$ cat config.mk
export PLATFORM = sky130hd
export DESIGN_NAME = clock_mode_ctrl_flat
export DESIGN_NICKNAME = d
export VERILOG_FILES = /design/src/rtl/clock_ctrl_pkg.sv /design/src/rtl/clock_mode_ctrl_if.sv /design/src/rtl/clock_mode_ctrl_debounce.sv /design/src/rtl/clock_mode_ctrl.sv /design/src/flat_wrapper.sv
export SDC_FILE = /design/constraint.sdc
export NUM_CORES = 1
export LEC_CHECK = 0
export CAP_MARGIN = 20
export CORE_UTILIZATION = 45
export DETAILED_ROUTE_END_ITERATION = 8
export DONT_BUFFER_PORTS = 1
export GPL_TIMING_DRIVEN = 0
export PLACE_DENSITY_LB_ADDON = 0.08
export SETUP_SLACK_MARGIN = 0.02
export SLEW_MARGIN = 10
export SYNTH_ARGS = -nofsm -noshare
export SYNTH_HDL_FRONTEND = slang
export SYNTH_SLANG_ARGS = --single-unit
$ cat constraint.sdc
create_clock -name CLK -period 1.6 [get_ports CLK]
set_input_delay 0.32 -clock CLK [delete_from_list [all_inputs] [get_ports CLK]]
set_output_delay 0.32 -clock CLK [all_outputs]
set_load 0.05 [all_outputs]
$ cat src/rtl/clock_ctrl_pkg.sv
// Mode encodings and sizing helpers shared by the clock mode controller files.
package clock_ctrl_pkg;

  localparam int MODE_W = 3;

  localparam logic [MODE_W-1:0] MODE_CLOCK    = 3'd0;
  localparam logic [MODE_W-1:0] MODE_SET_HOUR = 3'd1;
  localparam logic [MODE_W-1:0] MODE_SET_MIN  = 3'd2;
  localparam logic [MODE_W-1:0] MODE_SET_SEC  = 3'd3;
  localparam logic [MODE_W-1:0] MODE_ALM_HOUR = 3'd4;
  localparam logic [MODE_W-1:0] MODE_ALM_MIN  = 3'd5;

  function automatic int tmo_cnt_w(input int timeout_sec);
    return $clog2(timeout_sec + 1);
  endfunction

  function automatic logic [MODE_W-1:0] next_mode(input logic [MODE_W-1:0] m);
    logic [MODE_W-1:0] r;
    case (m)
      MODE_CLOCK:    r = MODE_SET_HOUR;
      MODE_SET_HOUR: r = MODE_SET_MIN;
      MODE_SET_MIN:  r = MODE_SET_SEC;
      MODE_SET_SEC:  r = MODE_ALM_HOUR;
      MODE_ALM_HOUR: r = MODE_ALM_MIN;
      MODE_ALM_MIN:  r = MODE_CLOCK;
      default:       r = MODE_CLOCK;
    endcase
    return r;
  endfunction

endpackage

$ cat src/rtl/clock_mode_ctrl_if.sv
// Switch, tick and command signals between the board, the controller and TimeControl.
interface clock_mode_ctrl_if;
  import clock_ctrl_pkg::*;

  logic              SW_F1;
  logic              SW_F2;
  logic              TICK_1HZ;
  logic [MODE_W-1:0] MODE;
  logic              INC_HOUR;
  logic              INC_MIN;
  logic              CLR_SEC;
  logic              ALARM_SEL;
  logic              ALARM_EN;
  logic              RUN_EN;
  logic              BLINK;

  modport master (
    output SW_F1, SW_F2, TICK_1HZ,
    input  MODE, INC_HOUR, INC_MIN, CLR_SEC, ALARM_SEL, ALARM_EN, RUN_EN, BLINK
  );

  modport slave (
    input  SW_F1, SW_F2, TICK_1HZ,
    output MODE, INC_HOUR, INC_MIN, CLR_SEC, ALARM_SEL, ALARM_EN, RUN_EN, BLINK
  );

endinterface

$ cat src/rtl/clock_mode_ctrl_debounce.sv
// Push-button conditioner: 2-flop synchroniser, stability counter, one-cycle press pulse.
module sw_debounce #(
  parameter int DB_CYCLES = 4
) (
  input  logic CLK,
  input  logic RST,
  input  logic RAW,
  output logic LEVEL,
  output logic PRESS
);

  localparam int CW = $clog2(DB_CYCLES + 1);

  logic          sync1_q;
  logic          sync2_q;
  logic          level_q;
  logic          level_d;
  logic          press_q;
  logic          press_d;
  logic [CW-1:0] cnt_q;
  logic [CW-1:0] cnt_d;

  always_ff @(posedge CLK or negedge RST) begin
    if (!RST) begin
      sync1_q <= 1'b0;
      sync2_q <= 1'b0;
    end else begin
      sync1_q <= RAW;
      sync2_q <= sync1_q;
    end
  end

  // Level flips on the DB_CYCLES-th consecutive disagreeing sample; press marks rising flips only.
  always_comb begin
    cnt_d   = '0;
    level_d = level_q;
    press_d = 1'b0;
    if (sync2_q != level_q) begin
      if (cnt_q == CW'(DB_CYCLES - 1)) begin
        level_d = sync2_q;
        press_d = sync2_q;
        cnt_d   = '0;
      end else begin
        cnt_d   = cnt_q + CW'(1);
      end
    end else begin
      cnt_d = '0;
    end
  end

  always_ff @(posedge CLK or negedge RST) begin
    if (!RST) begin
      cnt_q   <= '0;
      level_q <= 1'b0;
      press_q <= 1'b0;
    end else begin
      cnt_q   <= cnt_d;
      level_q <= level_d;
      press_q <= press_d;
    end
  end

  assign LEVEL = level_q;
  assign PRESS = press_q;

endmodule

$ cat src/rtl/clock_mode_ctrl.sv
// Mode sequencer for the digital clock: debounced F1/F2 drive the mode FSM, edit commands,
// alarm arming, display blink and the inactivity timeout back to CLOCK.
module clock_mode_ctrl
  import clock_ctrl_pkg::*;
#(
  parameter int DB_CYCLES   = 4,
  parameter int TIMEOUT_SEC = 10
) (
  input logic              CLK,
  input logic              RST,
  clock_mode_ctrl_if.slave bus
);

  localparam int TW = tmo_cnt_w(TIMEOUT_SEC);

  logic [MODE_W-1:0] mode_q, mode_d;
  logic              inc_hour_q, inc_hour_d;
  logic              inc_min_q, inc_min_d;
  logic              clr_sec_q, clr_sec_d;
  logic              alarm_sel_q, alarm_sel_d;
  logic              alarm_en_q, alarm_en_d;
  logic              run_en_q, run_en_d;
  logic              blink_q, blink_d;
  logic [TW-1:0]     tmo_cnt_q, tmo_cnt_d;

  logic press_f1_s, press_f2_s, lvl_f1_s, lvl_f2_s;
  logic any_press_s, mode_legal_s, timeout_s, mode_chg_s;
  logic unused_levels_s;

  sw_debounce #(.DB_CYCLES(DB_CYCLES)) u_db_f1 (
    .CLK   (CLK),
    .RST   (RST),
    .RAW   (bus.SW_F1),
    .LEVEL (lvl_f1_s),
    .PRESS (press_f1_s)
  );

  sw_debounce #(.DB_CYCLES(DB_CYCLES)) u_db_f2 (
    .CLK   (CLK),
    .RST   (RST),
    .RAW   (bus.SW_F2),
    .LEVEL (lvl_f2_s),
    .PRESS (press_f2_s)
  );

  assign unused_levels_s = lvl_f1_s ^ lvl_f2_s;
  assign any_press_s     = press_f1_s | press_f2_s;
  assign mode_legal_s    = (mode_q <= MODE_ALM_MIN);
  // Terminal tick only; a press in the same cycle takes priority in the decode below.
  assign timeout_s       = bus.TICK_1HZ & (mode_q != MODE_CLOCK) &
                           (tmo_cnt_q == TW'(TIMEOUT_SEC - 1));

  always_comb begin
    mode_d     = mode_q;
    inc_hour_d = 1'b0;
    inc_min_d  = 1'b0;
    clr_sec_d  = 1'b0;
    alarm_en_d = alarm_en_q;
    if (!mode_legal_s) begin
      mode_d = MODE_CLOCK;
    end else if (press_f1_s) begin
      mode_d = next_mode(mode_q);
    end else if (press_f2_s) begin
      case (mode_q)
        MODE_CLOCK:                   alarm_en_d = ~alarm_en_q;
        MODE_SET_HOUR, MODE_ALM_HOUR: inc_hour_d = 1'b1;
        MODE_SET_MIN, MODE_ALM_MIN:   inc_min_d  = 1'b1;
        MODE_SET_SEC:                 clr_sec_d  = 1'b1;
        default:                      alarm_en_d = alarm_en_q;
      endcase
    end else if (timeout_s) begin
      mode_d = MODE_CLOCK;
    end else begin
      mode_d = mode_q;
    end
  end

  // Mode-derived outputs are computed from mode_d so they register alongside MODE.
  always_comb begin
    mode_chg_s  = (mode_d != mode_q);
    alarm_sel_d = (mode_d == MODE_ALM_HOUR) || (mode_d == MODE_ALM_MIN);
    run_en_d    = (mode_d != MODE_SET_SEC);
    tmo_cnt_d   = tmo_cnt_q;
    blink_d     = blink_q;
    if ((mode_d == MODE_CLOCK) || any_press_s || mode_chg_s) begin
      tmo_cnt_d = '0;
    end else if (bus.TICK_1HZ) begin
      tmo_cnt_d = tmo_cnt_q + TW'(1);
    end else begin
      tmo_cnt_d = tmo_cnt_q;
    end
    if (mode_d == MODE_CLOCK) begin
      blink_d = 1'b0;
    end else if (mode_chg_s) begin
      blink_d = 1'b1;
    end else if (bus.TICK_1HZ) begin
      blink_d = ~blink_q;
    end else begin
      blink_d = blink_q;
    end
  end

  always_ff @(posedge CLK or negedge RST) begin
    if (!RST) begin
      mode_q      <= MODE_CLOCK;
      inc_hour_q  <= 1'b0;
      inc_min_q   <= 1'b0;
      clr_sec_q   <= 1'b0;
      alarm_sel_q <= 1'b0;
      alarm_en_q  <= 1'b0;
      run_en_q    <= 1'b1;
      blink_q     <= 1'b0;
      tmo_cnt_q   <= '0;
    end else begin
      mode_q      <= mode_d;
      inc_hour_q  <= inc_hour_d;
      inc_min_q   <= inc_min_d;
      clr_sec_q   <= clr_sec_d;
      alarm_sel_q <= alarm_sel_d;
      alarm_en_q  <= alarm_en_d;
      run_en_q    <= run_en_d;
      blink_q     <= blink_d;
      tmo_cnt_q   <= tmo_cnt_d;
    end
  end

  assign bus.MODE      = mode_q;
  assign bus.INC_HOUR  = inc_hour_q;
  assign bus.INC_MIN   = inc_min_q;
  assign bus.CLR_SEC   = clr_sec_q;
  assign bus.ALARM_SEL = alarm_sel_q;
  assign bus.ALARM_EN  = alarm_en_q;
  assign bus.RUN_EN    = run_en_q;
  assign bus.BLINK     = blink_q;

endmodule

$ cat src/flat_wrapper.sv
// flat-port wrapper written by rule: the top's interface ports become plain ports
module clock_mode_ctrl_flat import clock_ctrl_pkg::*;
#(
  parameter int DB_CYCLES   = 4,
  parameter int TIMEOUT_SEC = 10
)
  (CLK, RST, bus_SW_F1, bus_SW_F2, bus_TICK_1HZ, bus_MODE, bus_INC_HOUR, bus_INC_MIN, bus_CLR_SEC, bus_ALARM_SEL, bus_ALARM_EN, bus_RUN_EN, bus_BLINK);
  clock_mode_ctrl_if bus_i ();
  input logic CLK;
  input logic RST;
  input wire logic [$bits(bus_i.SW_F1)-1:0] bus_SW_F1;
  input wire logic [$bits(bus_i.SW_F2)-1:0] bus_SW_F2;
  input wire logic [$bits(bus_i.TICK_1HZ)-1:0] bus_TICK_1HZ;
  output wire logic [$bits(bus_i.MODE)-1:0] bus_MODE;
  output wire logic [$bits(bus_i.INC_HOUR)-1:0] bus_INC_HOUR;
  output wire logic [$bits(bus_i.INC_MIN)-1:0] bus_INC_MIN;
  output wire logic [$bits(bus_i.CLR_SEC)-1:0] bus_CLR_SEC;
  output wire logic [$bits(bus_i.ALARM_SEL)-1:0] bus_ALARM_SEL;
  output wire logic [$bits(bus_i.ALARM_EN)-1:0] bus_ALARM_EN;
  output wire logic [$bits(bus_i.RUN_EN)-1:0] bus_RUN_EN;
  output wire logic [$bits(bus_i.BLINK)-1:0] bus_BLINK;
  assign bus_i.SW_F1 = bus_SW_F1;
  assign bus_i.SW_F2 = bus_SW_F2;
  assign bus_i.TICK_1HZ = bus_TICK_1HZ;
  assign bus_MODE = bus_i.MODE;
  assign bus_INC_HOUR = bus_i.INC_HOUR;
  assign bus_INC_MIN = bus_i.INC_MIN;
  assign bus_CLR_SEC = bus_i.CLR_SEC;
  assign bus_ALARM_SEL = bus_i.ALARM_SEL;
  assign bus_ALARM_EN = bus_i.ALARM_EN;
  assign bus_RUN_EN = bus_i.RUN_EN;
  assign bus_BLINK = bus_i.BLINK;
  clock_mode_ctrl #(.DB_CYCLES(DB_CYCLES), .TIMEOUT_SEC(TIMEOUT_SEC)) u_core (.CLK(CLK), .RST(RST), .bus(bus_i));
endmodule
# == Word level (Yosys, flattened, before mapping) ==
# Index checks and enable logic that the tools add are counted.
# word_totals
elab_cells,86
out_inout_bits,10
regBits,28
inputBits,5
# classes
add_sub_neg,3
mux,30
magnitude_cmp,1
eq_ne,14
bitwise_logic,6
n_reduce_logical,13
# op_table
operator,count
two-way mux 3 bit,8
two-way mux 1 bit,19
case mux 3 bit (5 select lines),1
"== test 3 x 2 -> 1 bit, second input constant",4
"== test 3 bit, second input constant",4
two-way mux 4 bit,2
"adder 3 x 1 -> 3 bit, second input constant",2
logical NOT 3 bit,2
nonzero test 3 bit,2
"adder 4 x 1 -> 4 bit, second input constant",1
"== test 4 bit, second input constant",1
AND reduction 2 bit,2
AND reduction 4 bit,1
OR reduction 2 bit,2
"== test 3 x 1 -> 1 bit, second input constant",1
"<= comparator 3 bit, second input constant",1
logical OR 1 bit,3
"!= test 3 x 2 -> 1 bit, second input constant",1
!= test 3 bit,1
inverter 1 bit,3
AND 1 bit,2
!= test 1 bit,2
nonzero test 2 bit,1
bitwise OR 1 bit,1

# == Logic depth before layout (Yosys ltp) ==
# logic_depth
ltp_word,11
depth_mapped,5
mapped_depth_nobuf,5

# == By module ==
# From an unflattened synthesis, not the netlist that was laid out.
# unflattened
hier_cells,95
hier_area_um2,1214.9
# modules_own_cells
module,area_per_inst_um2,n_inst,cells_each,seq_area_each_um2
clock_mode_ctrl,701.9,1,65,351.6
sw_debounce,256.5,2,15,175.2

# == Worst setup path after synthesis ==
# OpenSTA, ideal clock, no wires.
# synth_timing
kind,reg2reg
start,"register u_core.mode_q[0], in the netlist u_core.bus.MODE[0]"
end,register u_core.tmo_cnt_q[1]
setup_time_ns,0.147
arrival_ns,1.341
synth_period_minus_slack_ns,1.489
path_slack_ns,0.111
required_time_ns,1.453
stages_incl_launch_ff,5
path_cell_list,dfrtp_1 -> buf_2 -> or3_4 -> nand2_1 -> a2111oi_2
# synth_between
elab_chain_len,11
elab_cells_between_ends,20
cone_classes,order compare (1); eq/ne (5); mux (6); bitwise (2); reduce/logical (6)
# synth_lines
item,line,source
"start, declared",clock_mode_ctrl.sv:16,"logic [MODE_W-1:0] mode_q, mode_d;"
"start signal, assigned",clock_mode_ctrl.sv:115,mode_q <= mode_d;
nonzero test 3 bit,clock_mode_ctrl.sv:50,assign timeout_s = bus.TICK_1HZ & (mode_q != MODE_CLOCK) &
AND 1 bit (2 in series),clock_mode_ctrl.sv:50,
two-way mux 3 bit,clock_mode_ctrl.sv:71,end else if (timeout_s) begin
two-way mux 3 bit,clock_mode_ctrl.sv:63,end else if (press_f2_s) begin
two-way mux 3 bit,clock_mode_ctrl.sv:61,end else if (press_f1_s) begin
two-way mux 3 bit,clock_mode_ctrl.sv:59,if (!mode_legal_s) begin
logical NOT 3 bit,clock_mode_ctrl.sv:85,if ((mode_d == MODE_CLOCK) || any_press_s || mode_chg_s) begin
logical OR 1 bit,clock_mode_ctrl.sv:85,
logical OR 1 bit (*),clock_mode_ctrl.sv:85,
two-way mux 4 bit or nonzero test 2 bit (tied branches),--,
"end signal, assigned",clock_mode_ctrl.sv:123,tmo_cnt_q <= tmo_cnt_d;
"end, declared",clock_mode_ctrl.sv:24,"logic [TW-1:0] tmo_cnt_q, tmo_cnt_d;"
# Mark *: on every way between the ends. The rest lies on a longest branch, timed or not.
# A chain may end at the register's enable or synchronous reset.

# == Worst setup path in the final report ==
# layout_timing
start,"register u_core.mode_q[0], in the netlist u_core.bus.MODE[0]"
end,register u_core.tmo_cnt_q[3]
# The elaborated chain is that of the path after synthesis.

==> metrics.md <==
| Metric | Value |
|---|---|
| Core area | `2500 sq um` |
| Final setup fails | `0` |
| Prevailing post-synth register cell | `dfrtp_1` |
| Placed Instances | `126` |
| Port bufs | `0` |
| Pin slew with the least headroom to its limit | `0.526 ns` |
| Diode count | `0` |
| Synthesis-to-finish area growth | `12.1%` |
| M1 WL | `812 um` |
| Dpl cell area | `around 1200 sq um` |
| Clock Sinks | `28` |
| Critical Path RT | `1.80 ns` |
| Met2 wire len | `between 700 and 800 um` |
| Initial antenna violation count | `0` |
| Vias in the first global route | `682` |
| Post-synthesis register bit count | `28` |
| Area leader, netlist | `dfrtp_1` |
| Leakage | `0.597 nW` |
| Max Clock Freq | `656 MHz` |
| Unrepaired setup endpoints after global routing | `true` |
| # rows | `18` |
| Peak VDD IR | `about 0.0011 V` |
| Clk root buf | `clkbuf_4` |
| Final design utilization | `0.535` |
| Gr ovfl total | `0` |
| Dpl hpwl | `1.13 mm` |
| Status | `finished, final reports clean` |
| Met3 routed WL | `85 um` |
| Io pins | `15` |
| DRT Wirelength | `1.69 mm` |
| CP cell instances | `buf_2 -> or3_4 -> nand2_1 -> nor3_1` |
| Via Count | `~700` |
| Synthesized area per cell | `~12 sq um` |
| Post-synth EDFFs | `0` |
| Post-synth cell types | `31` |
| Commonest cells in the netlist | `dfrtp_1 (27), nor3_1 (10), nand2_1 (6)` |
| Post-CTS setup buffer count | `0` |
| Clk_lat worst skew | `0.33 ns` |
| Die H | `53.5 um` |
| Post-Layout Inst Area | `1340 sq um` |
| Fin Clk Skew | `between 0.01 and 0.015 ns` |
| Drt first pass iters | `3` |
| Clock power frac | `0.212` |
| Worst Setup End Kind | `flop` |
| HP Class | `input pin to flop` |
| Crit path max-delay family | `simple AND/OR/NAND/NOR gates` |
| GPL Wtd Cong | `0.713` |
| Top-count cell post-synth | `dfrtp_1` |
| Asr flop ratio synth | `1.00` |
| Register area share after synthesis | `0.589` |
| Overall Global Routing Usage | `0.148` |
| Switching power | `0.779 mW` |
| Power density over the cells | `1620 nW/um^2` |
| Largest stage delay, worst path | `0.55 ns` |
| Hold Slack | `0.211 ns` |
| Die X | `between 50 and 60 um` |
| H-Tree Depth | `1` |
| Die area | `2860 sq um` |
| Clk pin slew, worst setup/hold paths | `about 0.15 ns` |
| Tcrit/Tclk final | `0.953` |
| Non-Filler Instances | `134` |
| Initial DRC count | `9` |
| Filler cells | `203` |
| Flop pwr share | `0.535` |
| Largest net degree at the start of global routing | `29` |
| Logic pwr share | `0.253` |
| Slew Viols, Final | `0` |
| Drt wl/cell | `12.6 um` |
| Synthesized instance count | `96` |
| Setup TNS | `0 ns` |
| Syn Nets | `105` |
| Internal power | `about 1.4 mW` |
| Worst path buffer plus inverter count | `1` |
| Kind of critical path | `flop to flop` |
| Min Tclk post-route | `1.53 ns` |
| Crit-path slowest cell | `dfrtp_2` |
| First-pass GRT wire length | `3.01 mm` |
| Fin nets | `approximately 110` |
| Syn. warnings | `0` |
| CP startpoint kind | `flop` |
| Routed Antenna Nets | `0` |
| Starting Density | `0.477` |
| DR DRC count | `0` |
| Vias per std cell | `5.11` |
| Crit path max fanout | `8` |
| Tot Pwr | `around 2.2 mW` |
| Fin. Hold Viols | `0` |
| Post-synth top area share | `0.567` |
| Clock buffer depth | `2` |
| DP Worst Slack | `-0.00206 ns` |
| Switch share | `0.360` |
| Top Metal Used | `met4` |
| Max cap viols | `0` |
| Setup ws final | `0.0746 ns` |
| Rel. slew slack | `0.647` |
| Data arrival, critical path | `1.73 ns` |
| Synth area leaders | `dfrtp_1 (57%), ha_1 (4.2%), nor3_1 (4.2%)` |
| Inserted Clock Buffers | `3` |
| CTS tree | `yes` |
| Layout cells sized above 1 | `0.202` |
| Cell Area, Synth | `around 1200 sq um` |
-- logic make-up (layout without fill, tap and decap cells) --
| logic type | count (synthesis) | in the layout | synth area share |
|---|---|---|---|
| multiplexers | 2 | 2 | 0.0189 |
| XOR/XNOR | 9 | 9 | 0.0661 |
| AND/OR/NAND/NOR | 35 | 35 | 0.175 |
| buffers and inverters | 8 | 16 | 0.0430 |
| flip-flops | 28 | 28 | 0.589 |
| adder cells (fa/ha/maj) | 4 | 4 | 0.0420 |
| AO/OA/AOI/OAI | 10 | 10 | 0.0661 |
-- final cells by class --
type                    instances  area [sq um]  area share
flip-flops and latches         28           706       0.528
multi-input cells              60           439       0.329
repair buffers                  4          50.0      0.0375
plain buffers                   5          40.0      0.0300
well taps                      30          37.5      0.0281
clock inverters                 1          30.0      0.0225
clock buffers                   3          22.5      0.0169
inverters                       3          11.3     0.00843
-- state kept, by name (all words and copies together) (netlist names), 3 cells and up --
name	flops
u_core.u_db_f1.cnt_q	3
u_core.tmo_cnt_q	4
u_core.u_db_f2.cnt_q	3
u_core.bus.MODE	3
-- final timing paths --
| kind | from | to | slack [ns] | cells after the start |
|---|---|---|---|---|
| min reg2reg | u_core.u_db_f2.sync1_q | u_core.u_db_f2.sync2_q | 0.37 | 0 |
| max in group asynchronous | RST | u_core.bus.RUN_EN | 0.96 | 2 |
| min in group asynchronous | RST | u_core.bus.INC_HOUR | 0.40 | 2 |
| max reg2reg | u_core.bus.MODE[0] | u_core.tmo_cnt_q[3] | 0.07 | 4 |
| min | bus_TICK_1HZ | u_core.tmo_cnt_q[1] | 0.21 | 2 |
| max | u_core.bus.MODE[0] | u_core.tmo_cnt_q[3] | 0.07 | 4 |
-- power groups by stage --
| stage | clock (mW) | combinational, mW | sequential (mW) |
|---|---|---|---|
| 5_1_grt | 0.499 | 0.624 | 1.18 |
| 3_5_place_dp | 0 | 0.526 | 1.17 |
| 3_3_place_gp | 0 | 0.520 | 1.17 |
| 2_1_floorplan | 0 | 0.450 | 1.15 |
| 6_report | 0.459 | 0.547 | 1.16 |
| 4_1_cts | 0.475 | 0.556 | 1.16 |
-- worst reg2reg max path: stages, from the launching register on --
cell and delay, ns:
dfrtp_2 0.55, buf_2 0.22, or3_4 0.40, nand2_1 0.16
nor3_1 0.07
-- layer usage --
layer / GRT usage / vias to the layer above
met2: 0.244 / 15
li1: - / 346
met1: 0.178 / 322
met3: 0.0661 / 2
met5: 0 / -
met4: 0.0263 / 0
-- cells in the final DEF, fill, tap and decap left out, drive strengths merged --
cell type | netlist | routed
a2111oi | 1 | 1
a21o | 1 | 1
nand4 | 1 | 1
ha | 4 | 4
clkbuf | 1 | 4
bufinv | 0 | 1
mux2 | 2 | 2
nor2 | 3 | 3
xnor2 | 4 | 4
nand3b | 1 | 1
nor3 | 10 | 10
a21oi | 3 | 3
nand2 | 6 | 6
and3b | 2 | 2
or3 | 1 | 1
nand3 | 1 | 1
nor3b | 3 | 3
buf | 4 | 5
a22oi | 1 | 1
xor2 | 5 | 5
o22ai | 2 | 2
dlygate4sd3 | 0 | 3
inv | 3 | 3
nor2b | 4 | 4
or2b | 2 | 2
o311ai | 1 | 1
dfstp | 1 | 1
a211oi | 1 | 1
dfrtp | 27 | 27
nor4 | 1 | 1
-- repair_timing --
| action | 4_1_cts | 5_1_grt |
|---|---|---|
| hold endpoints to repair | 30 | 0 |
| setup endpoints to repair | 5 | 4 |
| pin swaps | 0 | 0 |
| hold buffers | 4 | 0 |
| gates resized for setup | 2 | 1 |
(Power assumes the default switching activity.)
